File: config.mk
export PLATFORM = sky130hd
export DESIGN_NAME = uart_rx_deframer
export DESIGN_NICKNAME = d
export VERILOG_FILES = /design/src/rtl/uart_rx_pkg.sv /design/src/rtl/uart_rx_fifo.sv /design/src/rtl/uart_rx_deframer.sv
export SDC_FILE = /design/constraint.sdc
export NUM_CORES = 1
export LEC_CHECK = 0
export ABC_AREA = 1
export ABC_CLOCK_PERIOD_IN_PS = 2000
export CAP_MARGIN = 20
export CORE_ASPECT_RATIO = 2
export CORE_MARGIN = 2
export CORE_UTILIZATION = 55
export CTS_BUF_LIST = sky130_fd_sc_hd__clkbuf_8
export DETAILED_ROUTE_END_ITERATION = 10
export PLACE_DENSITY = 0.74
export SYNTH_ARGS = -nofsm -noshare
export SYNTH_HDL_FRONTEND = slang
export SYNTH_SLANG_ARGS = --single-unit
export TNS_END_PERCENT = 50
File: constraint.sdc
create_clock -name clk_i -period 2 [get_ports clk_i]
set_clock_uncertainty 0.05 [all_clocks]
set_input_delay 0.4 -clock clk_i [delete_from_list [all_inputs] [get_ports clk_i]]
set_output_delay 0.4 -clock clk_i [all_outputs]
set_load 0.01 [all_outputs]
File: src/rtl/uart_rx_pkg.sv
// rtl/uart_rx_pkg.sv - shared types and helpers for the UART receive deframer
package uart_rx_pkg;

    typedef enum logic [2:0] {
        WAIT_IDLE,
        IDLE,
        START,
        DATA,
        STOP
    } uart_rx_state_e;

    typedef logic [7:0] uart_byte_t;

    function automatic int bit_cycles(input int clk_freq, input int baud);
        return clk_freq / baud;
    endfunction

endpackage

File: src/rtl/uart_rx_fifo.sv
// rtl/uart_rx_fifo.sv - first-word-fall-through byte FIFO for the UART receiver
module uart_rx_fifo #(
    parameter int  Depth  = 4,
    parameter type data_t = logic [7:0]
) (
    input  logic  clk_i,
    input  logic  rst_i,
    input  logic  push_i,
    input  data_t data_i,
    output logic  full_o,
    input  logic  pop_i,
    output data_t data_o,
    output logic  empty_o
);
    localparam int AW = $clog2(Depth);
    localparam logic [AW:0] PtrOne = (AW + 1)'(1);

    if (Depth < 2 || (Depth & (Depth - 1)) != 0) begin : g_bad_depth
        $error("uart_rx_fifo: Depth must be a power of two and at least 2");
    end

    data_t       r_mem [Depth];
    logic [AW:0] r_wr_ptr;
    logic [AW:0] r_rd_ptr;
    logic        w_do_push;
    logic        w_do_pop;

    // Pointers carry one extra wrap bit so equal indices mean empty or full.
    assign empty_o   = (r_wr_ptr == r_rd_ptr);
    assign full_o    = (r_wr_ptr[AW] != r_rd_ptr[AW]) &&
                       (r_wr_ptr[AW-1:0] == r_rd_ptr[AW-1:0]);
    assign w_do_pop  = pop_i && !empty_o;
    // A pop in the same cycle frees the slot, so a full FIFO still takes the push.
    assign w_do_push = push_i && (!full_o || w_do_pop);
    assign data_o    = empty_o ? data_t'(0) : r_mem[r_rd_ptr[AW-1:0]];

    // Pointer update; reset empties the FIFO.
    always_ff @(posedge clk_i) begin
        if (rst_i) begin
            r_wr_ptr <= '0;
            r_rd_ptr <= '0;
        end else begin
            if (w_do_push) r_wr_ptr <= r_wr_ptr + PtrOne;
            if (w_do_pop)  r_rd_ptr <= r_rd_ptr + PtrOne;
        end
    end

    // Storage write; contents are masked by empty_o so no reset is needed.
    always_ff @(posedge clk_i) begin
        if (w_do_push) r_mem[r_wr_ptr[AW-1:0]] <= data_i;
    end

endmodule

File: src/rtl/uart_rx_deframer.sv
// rtl/uart_rx_deframer.sv - 8N1 serial line deserializer with buffered byte output
module uart_rx_deframer
    import uart_rx_pkg::*;
#(
    parameter int ClkFreq   = 1_000_000_000,
    parameter int Baud      = 20_000_000,
    parameter int FifoDepth = 4
) (
    input  logic       clk_i,
    input  logic       rst_i,
    input  logic       rx_i,
    output logic [7:0] data_o,
    output logic       valid_o,
    input  logic       ready_i,
    output logic       frame_err_o,
    output logic       overflow_o,
    input  logic       clr_i,
    output logic       busy_o
);
    localparam int BitCycles  = bit_cycles(ClkFreq, Baud);
    localparam int HalfCycles = BitCycles / 2;
    localparam int CntW       = $clog2(BitCycles);
    localparam logic [CntW-1:0] CntBit  = CntW'(BitCycles - 1);
    localparam logic [CntW-1:0] CntHalf = CntW'(HalfCycles - 1);
    localparam logic [CntW-1:0] CntOne  = CntW'(1);

    if (BitCycles < 4) begin : g_bad_baud
        $error("uart_rx_deframer: ClkFreq/Baud must be at least 4");
    end

    logic           r_sync1;
    logic           r_rx_s;
    logic           r_rx_s_q;
    logic [1:0]     r_prime;
    uart_rx_state_e r_state;
    logic [CntW-1:0] r_cnt;
    logic [2:0]     r_bit_idx;
    uart_byte_t     r_shift;
    logic           r_frame_err;
    logic           r_overflow;

    uart_rx_state_e  w_state_nxt;
    logic [CntW-1:0] w_cnt_nxt;
    logic [2:0]      w_bit_idx_nxt;
    uart_byte_t      w_shift_nxt;
    logic            w_push;
    logic            w_frame_err_nxt;
    logic            w_fall;
    logic            w_cnt_zero;
    logic            w_fifo_full;
    logic            w_fifo_empty;
    logic            w_pop;

    assign w_fall     = r_rx_s_q && !r_rx_s;
    assign w_cnt_zero = (r_cnt == '0);

    // Two-flop synchronizer plus one delayed copy for edge detection.
    // r_prime marks when the synchronizer holds real line samples rather than
    // its reset value, so a line held low across reset release is not mistaken
    // for an idle-high line.
    always_ff @(posedge clk_i) begin
        if (rst_i) begin
            r_sync1  <= 1'b1;
            r_rx_s   <= 1'b1;
            r_rx_s_q <= 1'b1;
            r_prime  <= 2'b00;
        end else begin
            r_sync1  <= rx_i;
            r_rx_s   <= r_sync1;
            r_rx_s_q <= r_rx_s;
            r_prime  <= {r_prime[0], 1'b1};
        end
    end

    // FSM state, bit counter, bit index, shift register and error pulse.
    always_ff @(posedge clk_i) begin
        if (rst_i) begin
            r_state     <= WAIT_IDLE;
            r_cnt       <= '0;
            r_bit_idx   <= '0;
            r_shift     <= '0;
            r_frame_err <= 1'b0;
        end else begin
            r_state     <= w_state_nxt;
            r_cnt       <= w_cnt_nxt;
            r_bit_idx   <= w_bit_idx_nxt;
            r_shift     <= w_shift_nxt;
            r_frame_err <= w_frame_err_nxt;
        end
    end

    // Next-state logic: mid-bit sampling of start, data and stop bits.
    always_comb begin
        w_state_nxt     = r_state;
        w_cnt_nxt       = r_cnt;
        w_bit_idx_nxt   = r_bit_idx;
        w_shift_nxt     = r_shift;
        w_push          = 1'b0;
        w_frame_err_nxt = 1'b0;
        case (r_state)
            WAIT_IDLE: begin
                if (r_rx_s && r_prime[1]) w_state_nxt = IDLE;
            end
            IDLE: begin
                if (w_fall) begin
                    w_state_nxt = START;
                    w_cnt_nxt   = CntHalf;
                end
            end
            START: begin
                if (w_cnt_zero) begin
                    if (!r_rx_s) begin
                        w_state_nxt   = DATA;
                        w_bit_idx_nxt = '0;
                        w_cnt_nxt     = CntBit;
                    end else begin
                        w_state_nxt = IDLE;
                    end
                end else begin
                    w_cnt_nxt = r_cnt - CntOne;
                end
            end
            DATA: begin
                if (w_cnt_zero) begin
                    w_shift_nxt   = {r_rx_s, r_shift[7:1]};
                    w_cnt_nxt     = CntBit;
                    w_bit_idx_nxt = r_bit_idx + 3'd1;
                    if (r_bit_idx == 3'd7) w_state_nxt = STOP;
                end else begin
                    w_cnt_nxt = r_cnt - CntOne;
                end
            end
            STOP: begin
                if (w_cnt_zero) begin
                    if (r_rx_s) begin
                        w_push      = 1'b1;
                        w_state_nxt = IDLE;
                    end else begin
                        w_frame_err_nxt = 1'b1;
                        w_state_nxt     = WAIT_IDLE;
                    end
                end else begin
                    w_cnt_nxt = r_cnt - CntOne;
                end
            end
            default: w_state_nxt = WAIT_IDLE;
        endcase
    end

    assign w_pop = !w_fifo_empty && ready_i;

    // Sticky overflow: a byte completed while full with no pop; set beats clear.
    always_ff @(posedge clk_i) begin
        if (rst_i) begin
            r_overflow <= 1'b0;
        end else if (w_push && w_fifo_full && !w_pop) begin
            r_overflow <= 1'b1;
        end else if (clr_i) begin
            r_overflow <= 1'b0;
        end
    end

    uart_rx_fifo #(
        .Depth  (FifoDepth),
        .data_t (uart_byte_t)
    ) u_fifo (
        .clk_i   (clk_i),
        .rst_i   (rst_i),
        .push_i  (w_push),
        .data_i  (r_shift),
        .full_o  (w_fifo_full),
        .pop_i   (w_pop),
        .data_o  (data_o),
        .empty_o (w_fifo_empty)
    );

    assign valid_o     = !w_fifo_empty;
    assign frame_err_o = r_frame_err;
    assign overflow_o  = r_overflow;
    assign busy_o      = (r_state != IDLE);

endmodule

[Word-level counts from Yosys, hierarchy flattened]
Memories as Yosys holds them, arrays and structs flattened. A register that Yosys moved wholly into a read port is not among the register bits.
Index checks and enable logic that the tools add are counted.
W data, S select, Z words.
Word-level totals
  bits in registers: 33
  memory bits (writable): 32
  output and inout bits: 12
  logic and storage cells: 92
  memories: 1
Memory list
  u_fifo.r_mem: depth 4, bits a word 8, rd ports 1, clocked after Yosys merged registers in 1, write ports 1, line uart_rx_fifo.sv:22  | data_t r_mem [Depth];
Operators by class
  add/subtract/negate cells: 4
  eq/ne operators: 18
  mux-type cells: 31
  bitwise operators: 2
  reduce and logical (&&, ||, !) cells: 23
Operator list (count)
  $mux W6: 5
  $mux W3: 9
  $pmux W6 S4: 1
  $ne A2 B2 Y1 const B: 8
  $pmux W3 S5: 1
  $mux W1: 10
  $add A3 B1 Y3 const B: 3
  $logic_and A1 B1 Y1: 8
  $mux W8: 1
  $reduce_and A4 Y1: 2
  $eq A3 B2 Y1 const B: 2
  $eq A3 B3 Y1 const B: 2
  $logic_not A6 Y1: 1
  $mux W2: 3
  $pmux W3 S2: 1
  $reduce_and A6 Y1: 1
  $sub A6 B1 Y6 const B: 1
  $logic_not A1 Y1: 4
  $reduce_bool A2 Y1: 2
  $reduce_bool A4 Y1: 1
  $eq A3 B1 Y1 const B: 1
  $eq A3 B3 Y1: 1
  $logic_not A3 Y1: 1
  $ne A3 B1 Y1 const B: 1
  7 further kinds: 8

[Depth between registers and ports, before layout]
Gate-level depths: netlist of run 1.
  depth after elaboration: 8
  mapped depth: 10

[Modules after synthesis]
A second synthesis of run 1 with hierarchy kept.
Unflattened totals
  cells, all modules: 358
  area, all modules: 3110.5 µm²
By module, submodules not included
  uart_rx_fifo: times used 1, cells an instance 160, area an instance 1742.9 µm², seq. area each 1121.1 µm²
  uart_rx_deframer: times used 1, cells an instance 198, area an instance 1367.6 µm², seq. area each 540.5 µm²

[Worst setup path after synthesis of run 1]
OpenSTA, ideal clock, no wires.
  kind: flip-flop to flip-flop
  start: register r_cnt[0]
  end: memory u_fifo.r_mem[0][0] in the netlist's numbering (enable)
  data arrival time: 1.419 ns
  data required time: 1.579 ns
  path slack: 0.160 ns
  cell stages (with the launch flop): 7
  path buffers: 0
  period minus slack after synthesis: 1.840 ns
  path through: dfxtp_1 inv_1 ha_1 nand3_2 nor2_1 nand3_2 nor2_1
On the way
  cells in the longest elaborated chain, start to end: 6
RTL lines
  start, declared: line uart_rx_deframer.sv:36  | logic [CntW-1:0] r_cnt;
  start signal, assigned: line uart_rx_deframer.sv:85  | r_cnt <= w_cnt_nxt;
  $logic_not A6 Y1: line uart_rx_deframer.sv:55  | assign w_cnt_zero = (r_cnt == '0);
  $mux W1: line uart_rx_deframer.sv:134  | if (w_cnt_zero) begin
  $mux W1: line uart_rx_deframer.sv:100  | case (r_state)
  $logic_and A1 B1 Y1: line uart_rx_fifo.sv:34  | assign w_do_push = push_i && (!full_o || w_do_pop);
  $mux W1: line uart_rx_fifo.sv:50  | if (w_do_push) r_mem[r_wr_ptr[AW-1:0]] <= data_i;
  $mux W1 (implied by the code): line uart_rx_fifo.sv:50
  end, declared: line uart_rx_fifo.sv:22
Every way passes these cells.

==> results by stage, run 1 <==
Synth:
- The number of nets in the synthesized netlist is between 300 and 400.
- The proportion of synthesized flip-flops having asynchronous set or reset is 0%.
- In this run, synthesis produced a sequential element count of 67.
- After technology mapping, the gate count stands at between 300 and 400.
- The number of flops mapped to enable cells by yosys is 32.
- The cell taking the most area after synthesis is edfxtp_1.
- After synthesis, the most frequently instantiated cells are 71 x nor2_1, 48 x nand2_1, 35 x dfxtp_1.
- For this run, the leading register cell type out of synthesis is dfxtp_1.
- nor2_1 is the most common cell in the netlist.
- The average footprint of a synthesized cell is between 8 and 9 um2.
- The proportion of synthesized chip area in sequential cells is between 50% and 60%.
- The mapped netlist covers around 3000 um2.
- During synthesis, Yosys emitted a total of 0 warnings.
- The proportion of netlist area held by the largest area contributor is approximately 33%.
- The number of distinct library cell variants in the gate-level netlist after synthesis is 26.
- By area the synthesized netlist is led by edfxtp_1 33%, dfxtp_1 24%, nor2_1 9.0%.

Timing:
- In the finished design, the share of the clock period the worst path needs comes to 98.0%.
- The max-slew headroom at the worst pin is between 70% and 80%.
- Setup violations remaining at the end of the flow were counted as 0.
- The number of failing hold endpoints at the final stage is 0.
- The smallest clock period supported by the final layout is computed as 1.96 ns.
- In the post-route analysis, the smallest setup slack over all paths is about 0.040 ns.
- For this run, the top clock speed supported by timing is between 500 and 600 MHz.
- The transition time at the pin with the least slew margin is 0.337 ns.
- Setup repair after global routing could not meet its margin everywhere.
- The number of max-slew violations in the final report is 0.

Clock tree:
- The H-tree was split into 3 levels.
- The TritonCTS clock tree is built.
- The clock-pin slew reported for the worst setup and hold paths after clock tree synthesis is 0.07 ns.
- The count of hold-fix buffers inserted at cts is 0.
- The clock latency on the worst-skew pair is between 0.3 and 0.4 ns.
- The clock drives 67 sinks.
- The maximum clock insertion buffer count is 2.
- CTS placed an instance of clkbuf_8 at the clock tree root.
- In this run, CTS created clock tree buffers numbering 9.

Floorplanning:
- The die is between 50 and 60 um wide.
- Row generation in the floorplan step produced 37 rows.
- The die covers between 6000 and 7000 um2.
- The floorplan step defined a core boundary enclosing around 5100 um2.
- The initial cell density of the core is approximately 57%.
- The die boundary height is about 110 um.
- The I/O pin count is 17.

Power and ir drop:
- The reported net switching power is roughly 2 mW.
- The maximum VDD drop is about 1100 uV.
- Net switching is 38.0% of the power.
- The overall power is 5.26 mW.
- The share of total power in combinational logic is between 40% and 50%.
- The power density normalized to cell area is roughly 1500 nW/um2.
- The clock network accounts for 22.7% of the total power.
- The share of power burned in registers is 34.8%.
- Internal power comes to 3.26 mW.
- For this design the static power due to leakage is ~1.6 nW.

Critical path:
- The type of origin of the critical path is a flip-flop.
- STA classifies the critical path endpoint as an output pin.
- In this run the worst path has a maximum fanout of 8.
- The required time at the endpoint of the critical path is between 1.5 and 2 ns.
- The arrival time at the worst endpoint is 1.51 ns.
- The critical path in this run is classified as flip-flop to output pin.

Routing:
- Wires add up to between 5000 and 6000 um.
- The antenna violation net count after detailed routing is 0.
- In the final routed layout, each cell accounts on average for roughly 13 um.
- The total iterations of the first detailed-routing run is 4.
- The vias per cell is 5.30.
- For this run, design rule violations remaining after detail routing come to 0.
- The DRC marker count from the first detailed-route iteration is 63.
- The via count is around 2,300.

Cells and area:
- After filler insertion, the fill cell instance count of the layout stands at between 400 and 500.
- Cells fill between 60 and 70% of the core in the end.
- The number of antenna diodes in the final layout is 0.
- Leaving out filler cells and counting taps, the final layout contains 430.
- The area growth from synthesis to layout is 20.1%.
- The final layout contains between 300 and 400 nets.
- The final design area excluding fillers is around 3500 um2.
- The fraction of final layout cells with drive strength greater than 1 is between 20% and 30%.

Run:
- Max-cap violations in this run came to 0.

Placement:
- Once placement finished, the instance area stood at ~3300 um2.
- The worst-case setup slack after placement is -0.0506 ns.
- The post-placement cell count is about 400.
- Summed over all nets, the half-perimeter wirelength after detailed placement is 4150 um.
- The routability congestion estimate from global placement is between 0.8 and 0.9.
- Port buffering added 16 buffers.

GRT:
- Entering global routing, the biggest net connects 22 pins.
- The total global-route track usage is between 20 and 25%.
- The number of antenna violations at the first check in global routing is 0.
- The global-route wire length before repair is 9660 um.
- The aggregate global routing overflow is 0.
- The number of global-route vias before repair is 2,207.

Hold path:
- The type of the worst min-delay path is flip-flop to flip-flop.

Run status:
- The flow ran to the end, and the final reports show no timing, DRC or antenna violations.
[path summary, 6_finish.rpt]
path	from	end	slack, ns	cells after the start
setup / recovery	flip-flop	data_o[0]	0.04	6
hold / removal	r_sync1$_SDFF_PP1_	r_rx_s$_SDFF_PP1_	0.36	1
setup reg to reg	r_cnt[0]$_SDFFE_PP0P_	u_fifo.r_mem[3][6]$_DFFE_PP_	0.23	7
hold reg to reg	r_sync1$_SDFF_PP1_	r_rx_s$_SDFF_PP1_	0.36	1
[kinds of logic after synthesis]
kind of cell,count (synthesis),synth area share (%)
simple gates,153,22.7
flops,67,56.3
compound gates,47,9.11
buf+inv,46,6.14
xor+xnor,8,2.37
fa+ha+maj,8,3.39
[sequential cells by signal, indices dropped and copies added (netlist names), named ones only]
signal and count:
r_cnt 6, frame_err_o 1, u_fifo.r_wr_ptr 3, r_sync1 1
u_fifo.r_rd_ptr 3, r_rx_s_q 1, r_shift 8, r_state 3
r_bit_idx 3, r_prime 2, overflow_o 1, r_rx_s 1
u_fifo.r_mem 32
[layout by cell type (no fill, tap or decap), types with 6 or more instances in the layout]
master	netlist	layout
nand3_1	10	10
ha_1	8	8
nand2_1	48	48
clkdlybuf4s50_1	0	7
edfxtp_1	32	32
nor2_1	71	69
a21oi_1	11	11
nor2_2	6	8
o21ai_0	26	26
buf_4	2	16
clkbuf_8	0	10
inv_1	33	33
dfxtp_1	35	33
xor2_1	6	6
nand2_2	7	6
[metrics by stage]
step,hold slack (ns),setup TNS [ns]
2_1_floorplan,0.338,0
3_3_place_gp,0.342,-0.0669
3_5_place_dp,0.352,-0.190
4_1_cts,0.369,-0.0200
5_1_grt,0.374,-0.124
6_report,0.364,0
[metal layers]
metal / global-route usage, % / up-vias / share of wire, %
met1: 18.4 / 1056 / 33
li1: - / 1151 / -
met3: 5.41 / 18 / 3.8
met5: 0 / - / 0
met4: 14.8 / 0 / 3.8
met2: 42.0 / 53 / 60
[cell type report]
type | instances | area, um2 | area share [%]
repair buffers | 35 | 284 | 8.01
well taps | 58 | 72.6 | 2.05
multi-input cells | 216 | 1160 | 32.6
flip-flops and latches | 67 | 1670 | 47.1
clock inverters | 6 | 80.1 | 2.26
inverters | 38 | 145 | 4.09
clock buffers | 10 | 138 | 3.88
[timing repair]
item	CTS	global route
resized for setup	30	14
endpoints found under the setup margin	9	8
pin swaps	4	5
setup buffers	5	0
[power groups by stage]
stage | Combinational (mW) | Sequential (mW) | Clock, mW
final | 2.23 | 1.83 | 1.19
after global routing | 2.50 | 1.86 | 1.29
after CTS | 2.21 | 1.82 | 1.22
after detailed placement | 2.20 | 1.83 | 0
after global placement | 2.15 | 1.83 | 0
after floorplan | 1.53 | 1.78 | 0
[worst max-delay path, cell delays in order, from the launching register on]
cell and delay, ns:
dfxtp_4 0.40, buf_4 0.13, nor2_1 0.04, o32ai_1 0.27, nand2_1 0.08, inv_1 0.05, clkdlybuf4s15_2 0.21
Power figures use the tool's default switching activity.
==> inputs of run 2 (changes only) <==
--- a/config.mk
+++ b/config.mk
@@ -9,7 +9,7 @@
 export ABC_CLOCK_PERIOD_IN_PS = 2000
 export CAP_MARGIN = 20
 export CORE_ASPECT_RATIO = 2
-export CORE_MARGIN = 2
+export CORE_MARGIN = 1.5
 export CORE_UTILIZATION = 55
 export CTS_BUF_LIST = sky130_fd_sc_hd__clkbuf_8
 export DETAILED_ROUTE_END_ITERATION = 10
==> run 2 against run 1 <==
Compared with the run above: non-clock buffer count decreased by 5; clock power fell by 13%; worst hold slack worse by 0.010 ns; sequential power barely moved; largest cell class unchanged.
==> results by stage, run 2 (synthesis results as in run 1) <==
Routing:
- The via count is 2,224 (-2.4%).
- The DRC marker count from the first detailed-route iteration came to 59 (-6.3%).
- The average wire per standard cell came to 13.7 um (+1.3%).
- The number of DRC violations after detailed routing came to 0 (unchanged).
- The vias per cell is 5.25 (-0.99%).
- The total iterations of the first detailed-routing run is 4 (unchanged).
- The wire length reported by the detailed router is 5800 um (about the same).
- The antenna violation net count after detailed routing was 0 (unchanged).

Critical path:
- The peak fanout along the critical path came to 16 (+8).
- The end of the worst register-to-register path is u_fifo.r_mem[1][7]$_DFFE_PP_.
- The required time at the endpoint of the critical path is 1.55 ns (about the same).
- The worst setup slack for register-to-register paths is 0.22 ns (about the same).
- The arrival time at the worst endpoint came to 1.53 ns (+0.02 ns).
- The element type at the critical path end is an output pin.
- The startpoint identified for the worst register-to-register timing path is r_cnt[0]$_SDFFE_PP0P_.
- The worst setup path is launched from a flip-flop.
- The cell count of the worst reg-to-reg path is 7 (unchanged).
- The startpoint-to-endpoint class of the critical path is flip-flop to output pin.

Floorplanning:
- The die footprint is 5840 um2 (-2.7%).
- The row count is 37 (unchanged).
- The initial cell density of the core was 57.5% (unchanged).
- The die boundary height is 107 um (-0.93%).
- The overall die width is 54.8 um (-1.8%).
- The core region area came to 5140 um2 (unchanged).
- The I/O pin count is 17 (unchanged).

Cells and area:
- Leaving out fill and tap cells, the most frequent cell in the layout is nor2_1.
- The final design area excluding fillers is 3450 um2 (-2.6%).
- The number of filler cells placed in the layout was 434 (+5.1%).
- The sequential standard cell area is 1670 um2 (-0.22%).
- The count of antenna diodes in the layout is 0 (unchanged).
- The library cells used most frequently in the layout, excluding fill and tap cells, are 71 x nor2_1, 48 x nand2_1, 34 x inv_1.
- The fraction of final layout cells with drive strength greater than 1 is 18.0% (-2.4 points).
- The area of the multi-input gates came to 1140 um2 (-1.7%).
- The number of flip-flops under the largest register name came to 32 (unchanged).
- The layout net count is 375 (-1.3%).
- The post-synthesis to final-layout area growth is 16.9%.

Placement:
- The post-detailed-placement cell area is 3260 um2 (-0.46%).
- The routability congestion estimate from global placement came to 0.863 (-0.99%).
- The count of buffers from port buffering is 16 (unchanged).
- The placed wire-length estimate after detailed placement is 4290 um (+3.5%).

Power and ir drop:
- The share of total power in combinational logic was 43.3% (+0.8 points).
- The cell-internal power was 3.04 mW (-6.7%).
- The maximum VDD drop is 1060 uV (-4.4%).
- The standby leakage power is 1.52 nW (-3.2%).
- The clock network power share was 20.6% (-2.1 points).
- The switching share of total power is 39.6% (+1.6 points).
- The reported net switching power was 1.99 mW (-0.24%).
- The overall power is 5.03 mW (-4.3%).
- The share of power burned in registers is 36.1% (+1.3 points).
- The power density normalized to cell area is 1460 nW/um2 (-1.7%).

Run status:
- The run finished with clean final reports.

Clock tree:
- The total CTS buffers came to 9 (unchanged).
- The cell sitting at the root of the clock tree is a clkbuf_8.
- The count of hold-fix buffers inserted at cts is 0 (unchanged).
- The clock sink count is 67 (unchanged).
- TritonCTS built the clock tree.
- The maximum clock insertion buffer count came to 2 (unchanged).
- The clock-pin slew reported for the worst setup and hold paths after clock tree synthesis is 0.07 ns (about the same).
- The clock latency on the worst-skew pair was 0.34 ns (about the same).
- The H-tree level count is 3 (unchanged).

Timing:
- The setup total negative slack is 0 ns (unchanged).
- The worst hold margin is 0.354 ns (-0.0101 ns).
- The transition time at the pin with the least slew margin came to 0.353 ns (+0.0154 ns).
- The maximum clock frequency came to 505 MHz (-1.0%).
- The number of max-slew violations in the final report came to 0 (unchanged).
- The minimum clock period after layout is 1.98 ns (+0.0201 ns).
- The max-slew headroom at the worst pin is 76.2% (-1.0 points).
- Setup repair after global routing could not meet its margin everywhere.
- The final worst-path cycle share is 99.0% (+1.0 points).
- The total setup violations reported at the end of the flow is 0 (unchanged).
- The number of failing hold endpoints at the final stage is 0 (unchanged).

Run:
- The number of max-cap violations is 0 (unchanged).

Hold path:
- The critical hold path startpoint is r_prime[0]$_DFF_P_.
- The type of the worst min-delay path is flip-flop to flip-flop.
- The worst hold path cell count is 2 (+1).
- For hold timing, the worst endpoint is r_prime[1]$_SDFF_PP0_.

GRT:
- The largest net degree at the start of global routing is 22 (unchanged).
- The aggregate global routing overflow is 0 (unchanged).
- The global-route wire length before repair is 9460 um (-2.1%).
- The total global-route track usage came to 23.0% (+1.3 points).
- The number of global-route vias before repair was 2,258 (+2.3%).
- The number of antenna violations at the first check in global routing is 0 (unchanged).
run 2: area by class of cell:
| class | count | area share [%] |
|---|---|---|
| Sequential cell | 67 | 48.2 |
| Timing Repair Buffer | 30 | 7.32 |
| Clock buffer | 9 | 3.59 |
| Tap cell | 58 | 2.10 |
| Multi-Input combinational cell | 216 | 32.9 |
| Inverter | 38 | 4.13 |
| Clock inverter | 6 | 1.70 |
run 2: what timing repair did:
action,in CTS,in global routing
setup endpoints to repair,9,8
pin swaps,1,0
resized for setup,22,8
buffers inserted,1,0
run 2: power by group through the flow:
stage / combinational [mW] / sequential, mW / clock (mW)
floorplan: 1.53 / 1.78 / 0
global placement: 2.14 / 1.83 / 0
detailed placement: 2.19 / 1.83 / 0
CTS: 2.19 / 1.81 / 1.06
global route: 2.46 / 1.84 / 1.11
finish: 2.18 / 1.82 / 1.04
run 2: how the worst max path moves through the flow:
stage / depth (start not counted) / to
after floorplan: 6 / u_fifo.r_mem[0][0]$_DFFE_PP_
after detailed placement: 5 / data_o[4]
final: 7 / data_o[2]
after CTS: 7 / data_o[0]
after global routing: 7 / data_o[2]
after global placement: 6 / data_o[2]
run 2: layer usage:
layer	share of wire (%)	GRT usage, %	routed length (um)	vias to the layer above
met2	60	43.6	3480	47
li1	-	-	-	1139
met5	0	0	0	-
met1	33	18.8	1920	1014
met4	4.1	15.2	240	0
met3	2.8	4.18	161	24
run 2: critical path, stage by stage, from the launching register on:
cell	delay (ns)
dfxtp_2	0.34
inv_1	0.09
buf_12	0.14
nor2_1	0.05
o32ai_1	0.22
nand2_1	0.08
inv_1	0.05
clkdlybuf4s15_2	0.21
run 2: metrics by stage:
step	setup WS [ns]	util (%)	instances
after floorplan	0.160	-	329
after global placement	0.0432	63.4	408
after detailed placement	-0.0136	63.4	408
after CTS	-0.0226	67.4	424
after global routing	-0.0645	67.2	424
final	0.0195	67.2	424
